## src/rtl/mod461_serial_reducer_if.sv

```systemverilog
// Handshake bundle for mod461_serial_reducer: operand in, residue out, busy status.
interface mod461_serial_reducer_if #(
  parameter int unsigned N_BITS = 300
);
  logic              in_valid;
  logic              in_ready;
  logic [N_BITS:1]   in_x;
  logic              out_valid;
  logic              out_ready;
  logic [8:0]        out_r;
  logic              busy;

  modport master (
    output in_valid, in_x, out_ready,
    input  in_ready, out_valid, out_r, busy
  );

  modport slave (
    input  in_valid, in_x, out_ready,
    output in_ready, out_valid, out_r, busy
  );
endinterface

```

## src/rtl/mod461_serial_reducer.sv

```systemverilog
// Serial X mod 461: walks the operand 9 bits per cycle, MS chunk first (Horner, 2^9 = 51 mod 461).
// Optional MOD461_SKIP_ZERO_EN: start from the highest nonzero chunk to shorten latency.
module mod461_serial_reducer #(
  parameter int unsigned N_BITS = 300
) (
  input  logic                    clk,
  input  logic                    rst,
  mod461_serial_reducer_if.slave  bus
);

  localparam int unsigned NC  = (N_BITS + 8) / 9;
  localparam int unsigned SW  = NC * 9;
  localparam int unsigned CW  = $clog2(NC);
  localparam int unsigned TW  = 15;
  localparam int unsigned F1W = 12;
  localparam int unsigned F2W = 10;

  typedef enum logic [1:0] {IDLE, RUN, DONE} state_t;

  state_t          state;
  state_t          state_nxt;
  logic [SW-1:0]   sreg;
  logic [CW-1:0]   cnt;
  logic [8:0]      acc;
  logic [8:0]      acc_nxt;
  logic [8:0]      chunk;
  logic [TW-1:0]   t;
  logic [F1W-1:0]  fold1;
  logic [F2W-1:0]  fold2;
  logic [SW-1:0]   x_pad;
  logic [SW-1:0]   load_sreg;
  logic [CW-1:0]   load_cnt;
  logic            in_ready;
  logic            out_valid;
  logic            busy;

  assign x_pad = SW'(bus.in_x);

  // Load alignment: the chunk to start from must sit at the top of the shift register.
`ifdef MOD461_SKIP_ZERO_EN
  logic [CW-1:0]   top_idx;
  int unsigned     shamt;

  always_comb begin
    top_idx = '0;
    for (int unsigned i = 0; i < NC; i++) begin
      if (x_pad[9*i +: 9] != 9'd0) top_idx = CW'(i);
    end
    shamt     = 9 * (NC - 1 - 32'(top_idx));
    load_sreg = x_pad << shamt;
    load_cnt  = top_idx;
  end
`else
  assign load_sreg = x_pad;
  assign load_cnt  = CW'(NC - 1);
`endif

  // One Horner step, fully reduced: two 2^9 folds then one conditional subtract.
  always_comb begin
    chunk   = sreg[SW-1 -: 9];
    t       = TW'(acc) * TW'(51) + TW'(chunk);
    fold1   = F1W'(t[TW-1:9]) * F1W'(51) + F1W'(t[8:0]);
    fold2   = F2W'(fold1[F1W-1:9]) * F2W'(51) + F2W'(fold1[8:0]);
    acc_nxt = (fold2 >= F2W'(461)) ? 9'(fold2 - F2W'(461)) : fold2[8:0];
  end

  always_ff @(posedge clk or posedge rst) begin
    if (rst) state <= IDLE;
    else     state <= state_nxt;
  end

  always_comb begin
    state_nxt = state;
    case (state)
      IDLE:    if (bus.in_valid)  state_nxt = RUN;
      RUN:     if (cnt == '0)     state_nxt = DONE;
      DONE:    if (bus.out_ready) state_nxt = IDLE;
      default: state_nxt = IDLE;
    endcase
  end

  always_comb begin
    in_ready  = 1'b0;
    out_valid = 1'b0;
    busy      = 1'b1;
    case (state)
      IDLE: begin
        in_ready = 1'b1;
        busy     = 1'b0;
      end
      DONE:    out_valid = 1'b1;
      default: ;
    endcase
  end

  always_ff @(posedge clk or posedge rst) begin
    if (rst) begin
      sreg <= '0;
      cnt  <= '0;
      acc  <= '0;
    end else begin
      case (state)
        IDLE: begin
          if (bus.in_valid) begin
            sreg <= load_sreg;
            cnt  <= load_cnt;
            acc  <= '0;
          end
        end
        RUN: begin
          sreg <= {sreg[SW-10:0], 9'd0};
          acc  <= acc_nxt;
          if (cnt != '0) cnt <= cnt - CW'(1);
        end
        default: ;
      endcase
    end
  end

  assign bus.in_ready  = in_ready;
  assign bus.out_valid = out_valid;
  assign bus.busy      = busy;
  assign bus.out_r     = acc;

endmodule

```

## src/flat_wrapper.sv

```systemverilog
// flat-port wrapper written by rule: the top's interface ports become plain ports
module mod461_serial_reducer_flat 
#(
  parameter int unsigned N_BITS = 300
)
  (clk, rst, bus_in_valid, bus_in_x, bus_out_ready, bus_in_ready, bus_out_valid, bus_out_r, bus_busy);
  mod461_serial_reducer_if #(.N_BITS(N_BITS)) bus_i ();
  input  logic clk;
  input  logic rst;
  input wire logic [$bits(bus_i.in_valid)-1:0] bus_in_valid;
  input wire logic [$bits(bus_i.in_x)-1:0] bus_in_x;
  input wire logic [$bits(bus_i.out_ready)-1:0] bus_out_ready;
  output wire logic [$bits(bus_i.in_ready)-1:0] bus_in_ready;
  output wire logic [$bits(bus_i.out_valid)-1:0] bus_out_valid;
  output wire logic [$bits(bus_i.out_r)-1:0] bus_out_r;
  output wire logic [$bits(bus_i.busy)-1:0] bus_busy;
  assign bus_i.in_valid = bus_in_valid;
  assign bus_i.in_x = bus_in_x;
  assign bus_i.out_ready = bus_out_ready;
  assign bus_in_ready = bus_i.in_ready;
  assign bus_out_valid = bus_i.out_valid;
  assign bus_out_r = bus_i.out_r;
  assign bus_busy = bus_i.busy;
  mod461_serial_reducer #(.N_BITS(N_BITS)) u_core (.clk(clk), .rst(rst), .bus(bus_i));
endmodule
```

## config.mk

```make
export PLATFORM = sky130hd
export DESIGN_NAME = mod461_serial_reducer_flat
export DESIGN_NICKNAME = d
export VERILOG_FILES = /design/src/rtl/mod461_serial_reducer_if.sv /design/src/rtl/mod461_serial_reducer.sv /design/src/flat_wrapper.sv
export SDC_FILE = /design/constraint.sdc
export NUM_CORES = 1
export LEC_CHECK = 0
export CAP_MARGIN = 20
export CORE_ASPECT_RATIO = 1.1
export CORE_MARGIN = 1.5
export CORE_UTILIZATION = 41
export DETAILED_ROUTE_END_ITERATION = 8
export DONT_BUFFER_PORTS = 1
export GPL_TIMING_DRIVEN = 0
export HOLD_SLACK_MARGIN = 0.12
export PLACE_DENSITY = 0.56
export SYNTH_ARGS = -nofsm -noshare
export SYNTH_HDL_FRONTEND = slang
export SYNTH_SLANG_ARGS = --single-unit
```

## constraint.sdc

```tcl
create_clock -name clk -period 11.3 [get_ports clk]
set_input_delay 1.13 -clock clk [delete_from_list [all_inputs] [get_ports clk]]
set_output_delay 1.13 -clock clk [all_outputs]
set_load 0.05 [all_outputs]
```

### After elaboration in Yosys (flattened, before gate mapping)

Index checks and enable logic that the tools add are counted.

* $lt $le $gt $ge: 1
* reduce and logical (&&, ||, !) cells: 7
* add/subtract/negate cells: 5
* multiply operators: 3
* muxes and demuxes: 15
* equal/unequal tests: 6

Operators with widths (number)
* case mux 306 bit (2 select lines): 1
* 2-to-1 mux 306 bit: 1
* 2-to-1 mux 9 bit: 2
* case mux 9 bit (2 select lines): 1
* adder 15 x 9 -> 15 bit: 1
* multiplier 9 x 6 -> 15 bit, second input constant: 1
* adder 12 x 9 -> 12 bit: 1
* multiplier 6 x 6 -> 12 bit, second input constant: 1
* 2-to-1 mux 6 bit: 2
* case mux 6 bit (2 select lines): 1
* adder 9 x 9 -> 10 bit: 1
* greater-or-equal comparator 10 x 9 -> 1 bit, second input constant: 1
* multiplier 3 x 6 -> 9 bit, second input constant: 1
* subtractor 9 bit, second input constant: 1
* zero test 6 bit: 1
* 2-to-1 mux 2 bit: 3
* case mux 2 bit (3 select lines): 1
* AND reduction 3 bit: 2
* nonzero test 6 bit: 1
* subtractor 6 x 1 -> 6 bit, second input constant: 1
* inequality test 2 x 1 -> 1 bit, second input constant: 2
* inequality test 2 bit, second input constant: 2
* 2-to-1 mux 1 bit: 3
* == test 2 x 1 -> 1 bit, second input constant: 1
* 4 further kinds: 4

* logic and storage cells: 41
* input port bits: 304
* output and inout port bits: 12
* flip-flop bits (word level): 323

### Longest topological paths before layout

* depth after elaboration: 9
* gate-level depth with buffers: 40
* mapped depth without buffers: 40

### Worst setup path before layout

No wires, ideal clock.

* path kind: register -> register
* start: reg u_core.acc[5] (netlist: u_core.bus.out_r[5])
* end: reg u_core.acc[5] (netlist: u_core.bus.out_r[5])
* arrival time: 10049 ps
* data required time: 11176 ps
* setup time: 124 ps
* cell stages (with the launch flop): 38
* setup slack: 1127 ps
* path buffers: 0
* period minus slack after synthesis: 10173 ps
* path through: dfrtp_1 > ha_1 > inv_1 > fa_1 > inv_1 > fa_1 > inv_1 > fa_1 > inv_1 > ha_1 > o21a_1 > o21ai_0 > and2_1 > a311oi_1 > o31ai_1 > mux2_2 > or2_2 > ha_1 > [... 2 more ...] > fa_1 > fa_1 > inv_1 > ha_1 > a21oi_1 > o21ai_0 > mux2i_1 > or2_2 > ha_1 > fa_1 > fa_1 > a21o_1 > a21oi_1 > xor2_1 > a32o_2 > o31ai_4 > a311oi_1 > a211o_1

* cells in the longest elaborated chain, start to end: 9
* elaborated cells between the ends (all ways): 10
* those cells by class: add/sub: 4; mul: 3; order compare: 1; mux: 2

Ends and longest elaborated chain
* start: declaration: line mod461_serial_reducer.sv:24 `logic [8:0] acc;`
* start signal: assignment: line mod461_serial_reducer.sv:112 `acc <= acc_nxt;`
* multiplier 9 x 6 -> 15 bit *: line mod461_serial_reducer.sv:61 `t = TW'(acc) * TW'(51) + TW'(chunk);`
* adder 15 x 9 -> 15 bit *: line mod461_serial_reducer.sv:61
* multiplier 6 x 6 -> 12 bit: line mod461_serial_reducer.sv:62 `fold1 = F1W'(t[TW-1:9]) * F1W'(51) + F1W'(t[8:0]);`
* adder 12 x 9 -> 12 bit *: line mod461_serial_reducer.sv:62
* multiplier 3 x 6 -> 9 bit: line mod461_serial_reducer.sv:63 `fold2 = F2W'(fold1[F1W-1:9]) * F2W'(51) + F2W'(fold1[8:0]);`
* adder 9 x 9 -> 10 bit *: line mod461_serial_reducer.sv:63
* subtractor 9 bit / greater-or-equal comparator 10 x 9 -> 1 bit (equally long branches): line mod461_serial_reducer.sv:64 `acc_nxt = (fold2 >= F2W'(461)) ? 9'(fold2 - F2W'(461)) : fold2[8:0];`
* 2-to-1 mux 9 bit *: line mod461_serial_reducer.sv:64
* case mux 9 bit (2 select lines) *: line mod461_serial_reducer.sv:102 `case (state)`

Every way passes the cells marked *; elsewhere a longest branch is shown, timed or not.
A chain may end at the register's enable or synchronous reset.

### Final worst setup path

Same ends and word-level chain as after synthesis.

==> flow_summary_export.csv <==
group,metric,value,unit
clock_tree,ctsRootBufferMaster,"clkbuf_16",
place,place.gp.congestion,0.832,
sta,setup_slack,513,ps
critical_path,path_max_fanout,8,
synthesis,ys_seq_elements,323,
detailed_routing,ant_nets,0,
critical_path,crit_path_end_kind,"register",
synthesis,synthTopCellsByCount,"608 x nand2_1, 323 x dfrtp_1, 313 x nor2_1",
place,dp_slack,163,ps
layout,n_fill_cell,4165,
floorplan,core_area,41600,um2
detailed_routing,finalWirelength,49600,um
critical_path,criticalPathCategory,"reg2reg",
critical_path,slowest_delay,580,ps
detailed_routing,drtPass1Iterations,5,
clock_tree,cts.sinks,323,
clock_tree,clk_latency,540,ps
run_status,status,"complete, no violations",
critical_path,arrival,11210,ps
sta,slew_headroom,24.7,%
clock_tree,cts-htree-levels,2,
clock_tree,clockBufferDepth,3,
synthesis,synth_flop_cell,"dfrtp_1",
global_route,grt_pass1_vias,14439,
layout,drive_gt1_share,5.02,%
sta,period_minus_slack,10790,ps
floorplan,die_w,199,um
sta,report.final.slew_viol_count,0,
critical_path,crit_path_top_delay_cell,"dfrtp_4",
sta,report.final.setup_viol,0,
critical_path,worstSetupStartpointType,"register",
layout,fin_nets,2553,
synthesis,synth.most_common_cell,"nand2_1",
synthesis,synth-async-reset-ratio,100,%
place,dp.final_hpwl,38100,um
sta,worst_pin_slew,1130,ps
job,cap_violations,0,
synthesis,synth_area,17400,um2
global_route,grt_max_degree,121,
sta,finalCritPeriodShare,95.5,%
clock_tree,cts_buffers,38,
layout,area_growth,12.5,%
critical_path,worstPathRequired,11720,ps
clock_tree,path_clk_slew,60,ps
sta,rsz0062_at_grt,"no",
synthesis,ys_seq_area_share,46.5,%
sta,fmax,0.0927,GHz
floorplan,initial_utilization,41.8,%
synthesis,synth_edf_count,0,
synthesis,synth_top_area_share,46.5,%
min_path,hold_class,"reg2reg",
synthesis,synthDistinctLibCells,58,
critical_path,cpMostUsedCell,"fa_1",
detailed_routing,dr.first_iter.drc_count,806,
sta,fin_hold_ws,492,ps
detailed_routing,wl_per_cell,18.2,um
floorplan,rows,78,
place,io_buffer_count,0,
sta,final_hold_viol_count,0,
synthesis,syn_area_per_cell,8.36,um2
floorplan,die_h,219,um
global_route,grt_usage,22.7,%
sta,finalSetupTns,0,ps
clock_tree,cts_tree,"yes",
synthesis,synth_nets,2508,
global_route,antenna_found_initial,18,
global_route,grt_pass1_wl,77100,um
sta,clock_skew,15.2,ps
synthesis,synth_area_leaders,"dfrtp_1 46%, nand2_1 13%, a31oi_1 10%",
synthesis,syn-instance-count,2080,
detailed_routing,drc,0,
floorplan,ios,316,
detailed_routing,vias,14469,
synthesis,synth.largest_area_cell,"dfrtp_1",
floorplan,die_area,43700,um2
detailed_routing,viasPerCell,5.32,
global_route,grt_remaining_overflow,0,
synthesis,synth_warnings,0,
-- cells in the final DEF (no fill, tap or decap), drive strengths merged, types with 5 or more instances in the layout --
cell / count
nand2: 608
dfrtp: 323
nor2: 313
a31oi: 291
clkbuf: 176
inv: 101
ha: 95
fa: 29
o21ai: 24
xnor2: 18
a21oi: 18
buf: 16
xor2: 15
a22o: 11
clkinv: 10
diode: 8
nand3: 8
a21o: 7
nor2b: 6
or2: 6
nand2b: 5
o21a: 5
mux2i: 5
nor3: 5
nor3b: 5
-- registers in the layout, indices dropped and copies added, names as in the netlist --
| register | cells |
|---|---|
| u_core.cnt | 6 |
| u_core.state | 2 |
| u_core.sreg | 306 |
| u_core.bus.out_r | 9 |
-- worst paths after layout --
kind / startpoint / end / slack, ps / cells past startpoint
worst min-delay path: u_core.sreg[296] / u_core.sreg[305] / 490 / 2
worst max-delay path: u_core.bus.out_r[5] / u_core.bus.out_r[5] / 510 / 39
worst max register to register: u_core.bus.out_r[5] / u_core.bus.out_r[5] / 510 / 39
min in group asynchronous: rst / u_core.sreg[232] / 530 / 1
max in group asynchronous: rst / u_core.sreg[62] / 9220 / 3
worst min register to register: u_core.sreg[296] / u_core.sreg[305] / 490 / 2
-- cell families (layout without fill, tap and decap cells) --
kind of cell,count (synthesis),after routing,synth area share [%]
mux,7,7,0.417
other cells,0,8,0
compound gates,384,384,14.4
buf+inv,235,308,5.07
flops,323,323,46.5
simple gates,974,974,21.9
fa+ha+maj,124,124,10.2
xor+xnor,33,33,1.66
-- per-layer routing --
| metal | global-route usage (%) | wire [um] |
|---|---|---|
| met5 | 0 | 115 |
| met4 | 6.39 | 961 |
| met3 | 6.84 | 3840 |
| met2 | 35.9 | 23300 |
| met1 | 30.0 | 21400 |
-- layout make-up --
type	instances	area (um2)	share of cell area, %
inverter	99	379	1.94
antenna	8	20.0	0.102
multi-input combinational	1522	8520	43.5
clock inverter	17	195	0.997
sequential	323	8100	41.4
buffer	136	510	2.61
clock buffer	51	1070	5.47
timing repair buffer	5	77.6	0.396
tap	560	701	3.58
-- stage by stage --
stage,std cells,cell area [um2],utilization [%]
final,2721,19600,47.1
after global routing,2720,19600,47.1
after CTS,2710,19400,46.7
after detailed placement,2642,18200,43.7
after global placement,2640,18100,43.5
after floorplan,2080,17400,-
-- what timing repair did --
action	4_1_cts	5_1_grt
resized for setup	0	29
hold buffers	0	0
setup buffers	0	3
setup endpoints to repair	0	9
-- critical path, delay by kind of cell, from the launching register on --
family / cells / cell delay (ps)
xor gates and xnor gates: 1 / 280
adders and majority gates: 13 / 5560
muxes: 1 / 380
AOI/OAI and AO/OA: 13 / 2370
and+or+nand+nor: 4 / 970
DFF: 1 / 580
buffers and inverters: 7 / 510
Power is left out: the tool's default activity adds up to more than one toggle a clock period on the data nets, which glitch-free logic cannot reach.
